## config.mk

```make
export PLATFORM = sky130hd
export DESIGN_NAME = pedal_sensor_cond
export DESIGN_NICKNAME = d
export VERILOG_FILES = /design/src/rtl/pedal_sensor_cond.sv
export SDC_FILE = /design/constraint.sdc
export NUM_CORES = 1
export LEC_CHECK = 0
export CAP_MARGIN = 0
export CORE_MARGIN = 2
export CORE_UTILIZATION = 52
export CTS_CLUSTER_DIAMETER = 200
export DETAILED_ROUTE_END_ITERATION = 8
export PLACE_DENSITY = 0.81
export SYNTH_ARGS = -nofsm -noshare
export SYNTH_HDL_FRONTEND = slang
export SYNTH_SLANG_ARGS = --single-unit
```

## constraint.sdc

```tcl
create_clock -name clk -period 2.9 [get_ports clk]
set_input_delay 0.87 -clock clk [delete_from_list [all_inputs] [get_ports clk]]
set_output_delay 0.87 -clock clk [all_outputs]
set_load 0.02 [all_outputs]
```

## src/rtl/pedal_sensor_cond.sv

```systemverilog
// Pedal sensor conditioning: cadence pulse synchroniser, per-window edge count
// and a cadence-clocked 1/32 exponential torque average.
module pedal_sensor_cond #(
    parameter int unsigned WIN_W     = 24,
    parameter int unsigned NP_THRESH = 2
) (
    input  logic        clk,
    input  logic        rst_n,
    input  logic        cadence_raw,
    input  logic [11:0] torque,
    output logic [11:0] avg_torque,
    output logic [4:0]  cadence,
    output logic        not_pedaling
);

    logic             q1_q, q2_q, q3_q;
    logic [WIN_W-1:0] timer_q;
    logic [4:0]       edge_q, edge_d, edge_inc;
    logic [4:0]       cad_q, cad_d;
    logic             np_q, np_d;
    logic [16:0]      acc_q, acc_d;
    logic [11:0]      avg_q;
    logic             cad_rise;
    logic             win_end;

    assign cad_rise = q2_q & ~q3_q;
    assign win_end  = &timer_q;

    always_comb begin
        edge_inc = edge_q;
        if (cad_rise && (edge_q != 5'd31)) begin
            edge_inc = edge_q + 5'd1;
        end

        edge_d = edge_inc;
        cad_d  = cad_q;
        np_d   = np_q;
        // An edge landing on the closing cycle belongs to the closing window.
        if (win_end) begin
            edge_d = '0;
            cad_d  = edge_inc;
            np_d   = ({27'd0, edge_inc} < NP_THRESH);
        end

        acc_d = acc_q;
        if (np_q) begin
            acc_d = {torque, 5'b0};
        end else if (cad_rise) begin
            acc_d = acc_q - {5'b0, acc_q[16:5]} + {5'b0, torque};
        end
    end

    always_ff @(posedge clk or negedge rst_n) begin
        if (!rst_n) begin
            q1_q    <= 1'b0;
            q2_q    <= 1'b0;
            q3_q    <= 1'b0;
            timer_q <= '0;
            edge_q  <= '0;
            cad_q   <= '0;
            np_q    <= 1'b1;
            acc_q   <= '0;
            avg_q   <= '0;
        end else begin
            q1_q    <= cadence_raw;
            q2_q    <= q1_q;
            q3_q    <= q2_q;
            timer_q <= timer_q + WIN_W'(1);
            edge_q  <= edge_d;
            cad_q   <= cad_d;
            np_q    <= np_d;
            acc_q   <= acc_d;
            avg_q   <= acc_q[16:5];
        end
    end

    assign avg_torque   = avg_q;
    assign cadence      = cad_q;
    assign not_pedaling = np_q;

endmodule

```

==> Yosys cells after proc, flatten, opt, wreduce, memory -nomap -nowiden <==
Index checks and enable logic that the tools add are counted.
W data, S select, Z words.
{ "classes": {"reduce_logical": 3, "n_bitwise": 2, "n_addsub": 4, "n_eq_ne": 1, "order_cmp": 1, "muxes": 4} }
{ "op_table": {"columns": ["op", "n"], "rows": [
  ["$mux W17", 2],
  ["$add A24 B1 Y24 const B", 1],
  ["$reduce_and A24 Y1", 1],
  ["$add A17 B12 Y17", 1],
  ["$sub A17 B12 Y17", 1],
  ["$mux W5", 2],
  ["$add A5 B1 Y5 const B", 1],
  ["$lt A5 B2 Y1 const B", 1],
  ["$ne A5 B5 Y1 const B", 1],
  ["$reduce_bool A2 Y1", 1],
  ["$and A1 B1 Y1", 1],
  ["$logic_and A1 B1 Y1", 1],
  ["$not A1 Y1", 1]
]} }
{ "totals": {"elab_cells": 24, "reg_bits": 67, "inputBits": 15, "output_inout_bits": 18} }

==> Logic depth before layout (Yosys ltp) <==
Gate-level depths: netlist of run 1.
{ "depth": {"depth_word": 5, "ltp_mapped": 12, "ltp_nobuf": 12} }

==> Worst setup path after synthesis of run 1 <==
OpenSTA, ideal clock, no wires.
{ "synth_path": {"kind": "input to register", "from": "input torque[1]", "to": "register acc_q[16]", "path_stages": 11, "t_arrival_ns": 3.140, "n_path_buf": 0, "setup_ns": 0.121, "path_slack_ns": -0.361, "required_time_ns": 2.779, "path_cell_list": "inv_1 fa_1 inv_1 fa_1 a211oi_2 or4_4 a311oi_2 o31a_1 a21oi_2 xnor2_1 o21ai_1"} }
{ "synth_between": {"elab_chain_cells": 3} }
{ "synth_lines": {"columns": ["element", "line", "text"], "rows": [
  ["start, declared", "10", "input logic [11:0] torque,"],
  ["$add A17 B12 Y17", "49", "acc_d = acc_q - {5'b0, acc_q[16:5]} + {5'b0, torque};"],
  ["$mux W17", "48", "end else if (cad_rise) begin"],
  ["$mux W17", "46", "if (np_q) begin"],
  ["end signal, assigned", "62", "acc_q <= '0;"],
  ["end signal, assigned", "72", "acc_q <= acc_d;"],
  ["end, declared", "21", "logic [16:0] acc_q, acc_d;"]
]} }
Every way passes these cells. The select of a mux whose other input is x is not followed.
A chain may end at the register's enable or synchronous reset.

==> Worst setup path after layout of run 1 <==
{ "layout_path": {"from": "input torque[3]", "to": "register acc_q[16]"} }
The elaborated chain is that of the path after synthesis.

==> results of run 1 <==
## per-stage QoR
step,setup WS (ps),TNS (ps),std cells,area [um2]
finish,-165,-300,567,5010
global route,-287,-860,567,5010
CTS,-169,-313,565,4900
detailed placement,-953,-9620,541,4550
global placement,-896,-8960,541,4550
floorplan,-219,-816,380,3880
## worst max path at each step
stage / endpoint / slack (ps) / cells past startpoint
3_5_place_dp: acc_q[16] / -950 / 12
5_1_grt: acc_q[16] / -290 / 12
6_report: acc_q[16] / -170 / 13
2_1_floorplan: acc_q[16] / -220 / 11
4_1_cts: acc_q[16] / -170 / 13
3_3_place_gp: acc_q[16] / -900 / 12
## timing repair
action	4_1_cts	5_1_grt
pin swaps	34	23
setup endpoints to repair	13	11
resized for setup	64	27
setup buffers	8	2
## sequential cells by signal, indices dropped and copies added, names as in the netlist
name and cells:
avg_torque 12, edge_q 5, q2_q 1, q3_q 1, q1_q 1, acc_q 17, cadence 5, timer_q 24
not_pedaling 1
## layout make-up
type,count,share of cell area
timing repair buffer,80,0.137
inverter,55,0.0437
tap,99,0.0247
sequential,67,0.335
clock buffer,14,0.0324
multi-input combinational,250,0.420
clock inverter,2,0.00749
## cells by family after synthesis
family	synth area share
buf+inv	0.0675
compound gates	0.132
mux	0.0106
flops	0.446
fa+ha+maj	0.130
xor+xnor	0.0861
simple gates	0.128
## layout by cell type (no fill, tap or decap), types with 7 or more instances in the layout
| cell | netlist | layout |
|---|---|---|
| nand2_1 | 32 | 31 |
| fa_1 | 12 | 11 |
| clkbuf_8 | 1 | 11 |
| inv_1 | 55 | 35 |
| buf_4 | 0 | 45 |
| xor2_1 | 14 | 14 |
| ha_1 | 20 | 9 |
| inv_2 | 0 | 17 |
| xnor2_1 | 23 | 23 |
| nand3_1 | 15 | 15 |
| o21ai_0 | 14 | 9 |
| nand4_1 | 7 | 7 |
| ha_4 | 0 | 10 |
| dfrtp_1 | 66 | 66 |
| nor2_1 | 28 | 27 |
| a21oi_1 | 22 | 17 |
| clkdlybuf4s50_1 | 0 | 19 |
## routing by layer
metal | vias to the layer above | track usage | wire, um
li1 | 1445 | - | -
met1 | 1488 | 0.284 | 3670
met2 | 75 | 0.378 | 4340
met3 | 24 | 0.0416 | 314
met4 | 0 | 0.0896 | 231
met5 | - | 0 | 0
## worst register-to-register path, cell delays in order (launching register included)
cell and delay, ps:
dfrtp_1 410, inv_1 90, fa_1 520, inv_2 50, ha_4 270, nand2_4 60
or4_4 580, buf_6 150, a31oi_4 150, nand4_1 150, a21oi_2 160, xnor2_1 130
o21ai_1 90
==> impl_metrics.xml, run 1 <==
<?xml version="1.0" encoding="UTF-8"?>
<metrics>
  <group name="final_layout">
    <metric name="final_core_utilization" unit="">0.703</metric>
    <metric name="multi_input_comb_area" unit="um2">2100</metric>
    <metric name="filler_cell_count" unit="">529</metric>
    <metric name="area.sequential" unit="um2">1680</metric>
    <metric name="post_route_cells_drive_above_1_share" unit="">0.278</metric>
    <metric name="areaGrowthSynthToFinish" unit="%">33.2</metric>
    <metric name="num_antenna_cells" unit="">0</metric>
    <metric name="nets_final" unit="">510</metric>
  </group>
  <group name="synth">
    <metric name="synth_cell_types" unit="">47</metric>
    <metric name="ys.warnings.count" unit="">0</metric>
    <metric name="async_reset_ff_frac" unit="">1.00</metric>
    <metric name="synth.area.top_cells" unit="">dfrtp_1, ha_1, fa_1</metric>
    <metric name="ys_seq_area_frac" unit="">0.446</metric>
    <metric name="syn_area" unit="um2">3760</metric>
    <metric name="post_synth_inst_count" unit="">380</metric>
    <metric name="synth_top_cell_area_share" unit="">0.439</metric>
    <metric name="syn_avg_cell_area" unit="um2">9.91</metric>
    <metric name="ys_top_cells_by_count" unit="">dfrtp_1, inv_1, nand2_1</metric>
    <metric name="dominantRegCellSynth" unit="">dfrtp_1</metric>
    <metric name="cell_with_the_most_instances_after_synthesis" unit="">dfrtp_1</metric>
    <metric name="register_bit_total_from_synthesis" unit="">67</metric>
    <metric name="library_cell_with_the_largest_summed_area_after_synthesis" unit="">dfrtp_1</metric>
    <metric name="synth.net_count" unit="">427</metric>
    <metric name="synth_edf_count" unit="">0</metric>
  </group>
  <group name="worst_setup_path">
    <metric name="regToRegSetupSlack" unit="ps">-10</metric>
    <metric name="worstSetupPathType" unit="">in2reg</metric>
    <metric name="cp-start-kind" unit="">input port</metric>
    <metric name="crit-reg2reg-capture" unit="">acc_q[16]</metric>
    <metric name="path_buf_inv" unit="">4</metric>
    <metric name="critical_path.max_fanout" unit="">3</metric>
    <metric name="crit_path_start" unit="">torque[3]</metric>
    <metric name="crit_required" unit="ps">3130</metric>
    <metric name="critical-path-slowest-cell" unit="">fa_1</metric>
    <metric name="rr_startpoint" unit="">acc_q[8]</metric>
    <metric name="critical-path-top-cell-by-count" unit="">inv_2</metric>
    <metric name="worst-endpoint-arrival" unit="ps">3290</metric>
    <metric name="r2r.worst_path.cells" unit="">12</metric>
    <metric name="endpoint_kind" unit="">register</metric>
    <metric name="critical_path.max_stage_delay" unit="ps">540</metric>
    <metric name="path_cells" unit="">clkbuf_2 &gt; inv_2 &gt; fa_1 &gt; inv_2 &gt; ha_4 &gt; o21ai_4 &gt; or4_4 &gt; buf_6 &gt; a31oi_4 &gt; nand4_1 &gt; a21oi_2 &gt; xnor2_1 &gt; o21ai_1</metric>
    <metric name="cell_type_group_with_the_largest_total_delay_on_the_critical_path" unit="">adder cells</metric>
  </group>
  <group name="sta">
    <metric name="final_hold_viol_count" unit="">0</metric>
    <metric name="setup_repair_after_global_routing_missed_its_margin" unit="">yes</metric>
    <metric name="min_period" unit="ps">3070</metric>
    <metric name="setup_violations" unit="">4</metric>
    <metric name="drv_slew" unit="">0</metric>
    <metric name="worst_hold_slack" unit="ps">349</metric>
    <metric name="timing.slew.headroom" unit="">0.666</metric>
    <metric name="worst_pin_slew" unit="ps">502</metric>
    <metric name="post-route-worst-setup-slack" unit="ps">-165</metric>
    <metric name="min_period_over_period" unit="">1.06</metric>
    <metric name="maxClockFrequency" unit="GHz">0.326</metric>
    <metric name="finClkSkew" unit="ps">12.8</metric>
  </group>
  <group name="flow_run">
    <metric name="max_cap_viol_count" unit="">0</metric>
  </group>
  <group name="global_routing">
    <metric name="first_global_vias" unit="">3027</metric>
    <metric name="grt_util_all_layers" unit="">0.224</metric>
    <metric name="global_route.overflow_total" unit="">0</metric>
    <metric name="grt_first_pass_wirelength" unit="mm">13.7</metric>
    <metric name="grt_max_degree" unit="">41</metric>
    <metric name="number_of_antenna_violations_at_the_first_check_in_global_routing" unit="">0</metric>
  </group>
  <group name="clock_tree">
    <metric name="numClockSinks" unit="">67</metric>
    <metric name="cts_max_path_buffers" unit="">2</metric>
    <metric name="numCtsBuffers" unit="">9</metric>
    <metric name="cts.htree.levels" unit="">3</metric>
    <metric name="ctsRootBufferMaster" unit="">clkbuf_8</metric>
    <metric name="clk_latency" unit="ps">350</metric>
    <metric name="cts_hold_repair.buffers" unit="">0</metric>
    <metric name="path_clk_slew" unit="ps">80</metric>
    <metric name="tritoncts" unit="">done</metric>
  </group>
  <group name="detailed_routing">
    <metric name="avgViaCountPerCell" unit="">5.35</metric>
    <metric name="drtIter0Drc" unit="">167</metric>
    <metric name="drt_first_pass_iters" unit="">4</metric>
    <metric name="totalWireLength" unit="mm">8.55</metric>
    <metric name="detail-route-antenna-nets" unit="">0</metric>
    <metric name="avgRoutedWirePerCell" unit="um">15.1</metric>
    <metric name="routed-via-count" unit="">3032</metric>
    <metric name="drc" unit="">0</metric>
  </group>
  <group name="worst_hold_path">
    <metric name="holdPathEnd" unit="">q2_q</metric>
    <metric name="hold-path-cell-count" unit="">0</metric>
    <metric name="source_of_the_worst_hold_timing_path" unit="">q1_q</metric>
    <metric name="min_delay_path_class" unit="">reg2reg</metric>
  </group>
  <group name="place">
    <metric name="gp_congestion" unit="">0.926</metric>
    <metric name="place.detailed.hpwl" unit="mm">5.64</metric>
    <metric name="port_buffers" unit="">32</metric>
  </group>
  <group name="die">
    <metric name="dieArea" unit="um2">7940</metric>
    <metric name="core_region_area" unit="um2">7140</metric>
    <metric name="fp-row-count" unit="">31</metric>
    <metric name="floorplan_die_width" unit="um">89.1</metric>
    <metric name="vert_die_dim" unit="um">89.1</metric>
    <metric name="start_util" unit="">0.528</metric>
    <metric name="io-pin-count" unit="">33</metric>
  </group>
  <group name="status">
    <metric name="failing_checks" unit="">negative setup slack</metric>
    <metric name="run_status" unit="">complete, but fails checks</metric>
  </group>
</metrics>
Power of run 1 is not shown: default switching activity piles up to over one toggle a cycle in this logic, so the estimate is an artifact.
==> run 2: changes to the inputs <==
CTS_CLUSTER_SIZE = 40   (was not set)
==> results of run 2 <==
No change in the layout: final DEF, timing and power equal those of run 1.
Power of run 2 is left out for the same reason.
==> run 3: changes to the inputs <==
CORE_MARGIN = 3   (was 2)
GPL_TIMING_DRIVEN = 0   (was not set)
SLEW_MARGIN = 20   (was not set)
==> impl_metrics.xml, run 3 (synthesis gave the netlist of run 1 again) <==
<?xml version="1.0" encoding="UTF-8"?>
<metrics>
  <group name="global_routing">
    <metric name="first_global_vias" unit="">3148</metric>
    <metric name="gr-usage-met3" unit="">0.0539</metric>
    <metric name="grt_busiest_layer" unit="">met2</metric>
    <metric name="grt.met1_usage" unit="">0.272</metric>
    <metric name="grt_util_all_layers" unit="">0.225</metric>
    <metric name="met2_usage" unit="">0.372</metric>
    <metric name="grt_first_pass_wirelength" unit="mm">14.8</metric>
    <metric name="number_of_antenna_violations_at_the_first_check_in_global_routing" unit="">0</metric>
    <metric name="grt_max_degree" unit="">45</metric>
    <metric name="global_route.overflow_total" unit="">0</metric>
  </group>
  <group name="place">
    <metric name="dp_worst_setup_slack" unit="ps">-993</metric>
    <metric name="place.detailed.hpwl" unit="mm">5.70</metric>
    <metric name="gp_congestion" unit="">0.826</metric>
    <metric name="port_buffers" unit="">32</metric>
  </group>
  <group name="sta">
    <metric name="setup_total_negative_slack" unit="ps">-340</metric>
    <metric name="timing.slew.headroom" unit="">0.600</metric>
    <metric name="min_period" unit="ps">3010</metric>
    <metric name="min_period_over_period" unit="">1.04</metric>
    <metric name="worst_hold_slack" unit="ps">349</metric>
    <metric name="worst_pin_slew" unit="ps">600</metric>
    <metric name="post-route-worst-setup-slack" unit="ps">-113</metric>
    <metric name="setup_violations" unit="">6</metric>
    <metric name="setup_repair_after_global_routing_missed_its_margin" unit="">yes</metric>
    <metric name="final_hold_viol_count" unit="">0</metric>
    <metric name="finClkSkew" unit="ps">13.4</metric>
    <metric name="maxClockFrequency" unit="GHz">0.332</metric>
    <metric name="drv_slew" unit="">0</metric>
  </group>
  <group name="worst_setup_path">
    <metric name="crit-reg2reg-capture" unit="">acc_q[16]</metric>
    <metric name="path_cells" unit="">buf_6 &gt; inv_2 &gt; fa_1 &gt; inv_2 &gt; ha_4 &gt; buf_6 &gt; a21oi_4 &gt; o311a_4 &gt; a311oi_2 &gt; o31a_1 &gt; a21oi_2 &gt; xnor2_1 &gt; o21ai_1</metric>
    <metric name="rr_startpoint" unit="">acc_q[8]</metric>
    <metric name="regToRegSetupSlack" unit="ps">-30</metric>
    <metric name="r2r.worst_path.cells" unit="">12</metric>
    <metric name="critical_path.max_stage_delay" unit="ps">540</metric>
    <metric name="crit_required" unit="ps">3130</metric>
    <metric name="worst-endpoint-arrival" unit="ps">3240</metric>
    <metric name="critical-path-slowest-cell" unit="">fa_1</metric>
    <metric name="path_buf_inv" unit="">4</metric>
    <metric name="worstSetupPathType" unit="">in2reg</metric>
    <metric name="cp-start-kind" unit="">input port</metric>
    <metric name="cell_type_group_with_the_largest_total_delay_on_the_critical_path" unit="">compound AO/OA/AOI/OAI gates</metric>
    <metric name="endpoint_kind" unit="">register</metric>
    <metric name="critical_path.max_fanout" unit="">4</metric>
  </group>
  <group name="final_layout">
    <metric name="most_common_cell_after_layout_fill_and_taps_aside" unit="">dfrtp_1</metric>
    <metric name="area.sequential" unit="um2">1680</metric>
    <metric name="post_route_cells_drive_above_1_share" unit="">0.257</metric>
    <metric name="num_antenna_cells" unit="">0</metric>
    <metric name="nets_final" unit="">497</metric>
    <metric name="mostFrequentLayoutCells" unit="">dfrtp_1, inv_1, nand2_1, nor2_1</metric>
    <metric name="registers.top_by_ff_count" unit="">timer_q</metric>
    <metric name="filler_cell_count" unit="">503</metric>
    <metric name="largest_register_ff_count" unit="">24</metric>
    <metric name="multi_input_comb_area" unit="um2">2130</metric>
    <metric name="areaGrowthSynthToFinish" unit="%">30.9</metric>
  </group>
  <group name="die">
    <metric name="fp-row-count" unit="">30</metric>
    <metric name="core_region_area" unit="um2">6910</metric>
    <metric name="io-pin-count" unit="">33</metric>
    <metric name="dieArea" unit="um2">8300</metric>
    <metric name="vert_die_dim" unit="um">91.1</metric>
    <metric name="floorplan_die_width" unit="um">91.1</metric>
    <metric name="start_util" unit="">0.545</metric>
  </group>
  <group name="clock_tree">
    <metric name="tritoncts" unit="">done</metric>
    <metric name="cts_max_path_buffers" unit="">2</metric>
    <metric name="cts.htree.levels" unit="">3</metric>
    <metric name="clk_latency" unit="ps">350</metric>
    <metric name="ctsRootBufferMaster" unit="">clkbuf_8</metric>
    <metric name="path_clk_slew" unit="ps">80</metric>
    <metric name="numCtsBuffers" unit="">9</metric>
    <metric name="numClockSinks" unit="">67</metric>
  </group>
  <group name="detailed_routing">
    <metric name="avgRoutedWirePerCell" unit="um">16.9</metric>
    <metric name="drt_first_pass_iters" unit="">4</metric>
    <metric name="avgViaCountPerCell" unit="">5.52</metric>
    <metric name="drtIter0Drc" unit="">219</metric>
    <metric name="routed-via-count" unit="">3044</metric>
    <metric name="drc" unit="">0</metric>
    <metric name="detail-route-antenna-nets" unit="">0</metric>
    <metric name="totalWireLength" unit="mm">9.33</metric>
  </group>
  <group name="worst_hold_path">
    <metric name="hold-path-cell-count" unit="">0</metric>
    <metric name="holdPathEnd" unit="">q2_q</metric>
    <metric name="source_of_the_worst_hold_timing_path" unit="">q1_q</metric>
    <metric name="min_delay_path_class" unit="">reg2reg</metric>
  </group>
  <group name="status">
    <metric name="failing_checks" unit="">negative setup slack</metric>
    <metric name="run_status" unit="">complete, but fails checks</metric>
  </group>
  <group name="flow_run">
    <metric name="max_cap_viol_count" unit="">0</metric>
  </group>
</metrics>
-- run 3: changes by cell type in the layout (fill, tap and decap cells not counted), moves of 2 or more --
cell      previous run  this run
clkbuf_1             3         6
ha_4                10        12
buf_4               45        22
buf_6                5         9
o21ai_1              3         5
buf_8                3         1
clkbuf_2             1         3
clkinv_4             0         2
clkinv_2             0         2
o21ai_2              3         0
-- run 3: cell type report --
type,instances,area share
inverters,55,0.0439
well taps,96,0.0244
clock buffers,10,0.0279
multi-input cells,250,0.432
flip-flops and latches,67,0.340
clock inverters,6,0.0132
repair buffers,59,0.108
plain buffers,8,0.00965
-- run 3: worst max-delay path by stage --
stage | from | end | slack [ps] | cells after the start
after floorplan | torque[2] | acc_q[16] | -220 | 11
after global placement | rst_n | timer_q[19] | -1250 | 1
after detailed placement | torque[8] | acc_q[16] | -990 | 12
after CTS | torque[8] | acc_q[16] | -90 | 12
after global routing | torque[5] | acc_q[16] | -150 | 12
final | torque[8] | acc_q[16] | -110 | 13
-- run 3: per-layer routing --
metal  vias to the layer above  part of all wire
li1                       1416                 -
met1                      1469              0.39
met2                       117              0.51
met3                        42             0.060
met4                         0             0.044
met5                         -                 0
-- run 3: metrics by stage --
| step | util | instance area (um2) | std cells |
|---|---|---|---|
| finish | 0.714 | 4930 | 551 |
| global route | 0.714 | 4930 | 551 |
| CTS | 0.693 | 4780 | 544 |
| detailed placement | 0.628 | 4330 | 509 |
| global placement | 0.625 | 4320 | 508 |
| floorplan | - | 3880 | 380 |
-- run 3: timing repair --
item / 4_1_cts / 5_1_grt
pin swaps: 33 / 22
buffers inserted: 19 / 7
hold buffers: 0 / 0
gates resized for setup: 67 / 28
setup endpoints to repair: 12 / 8
Power of run 3 is left out for the same reason.
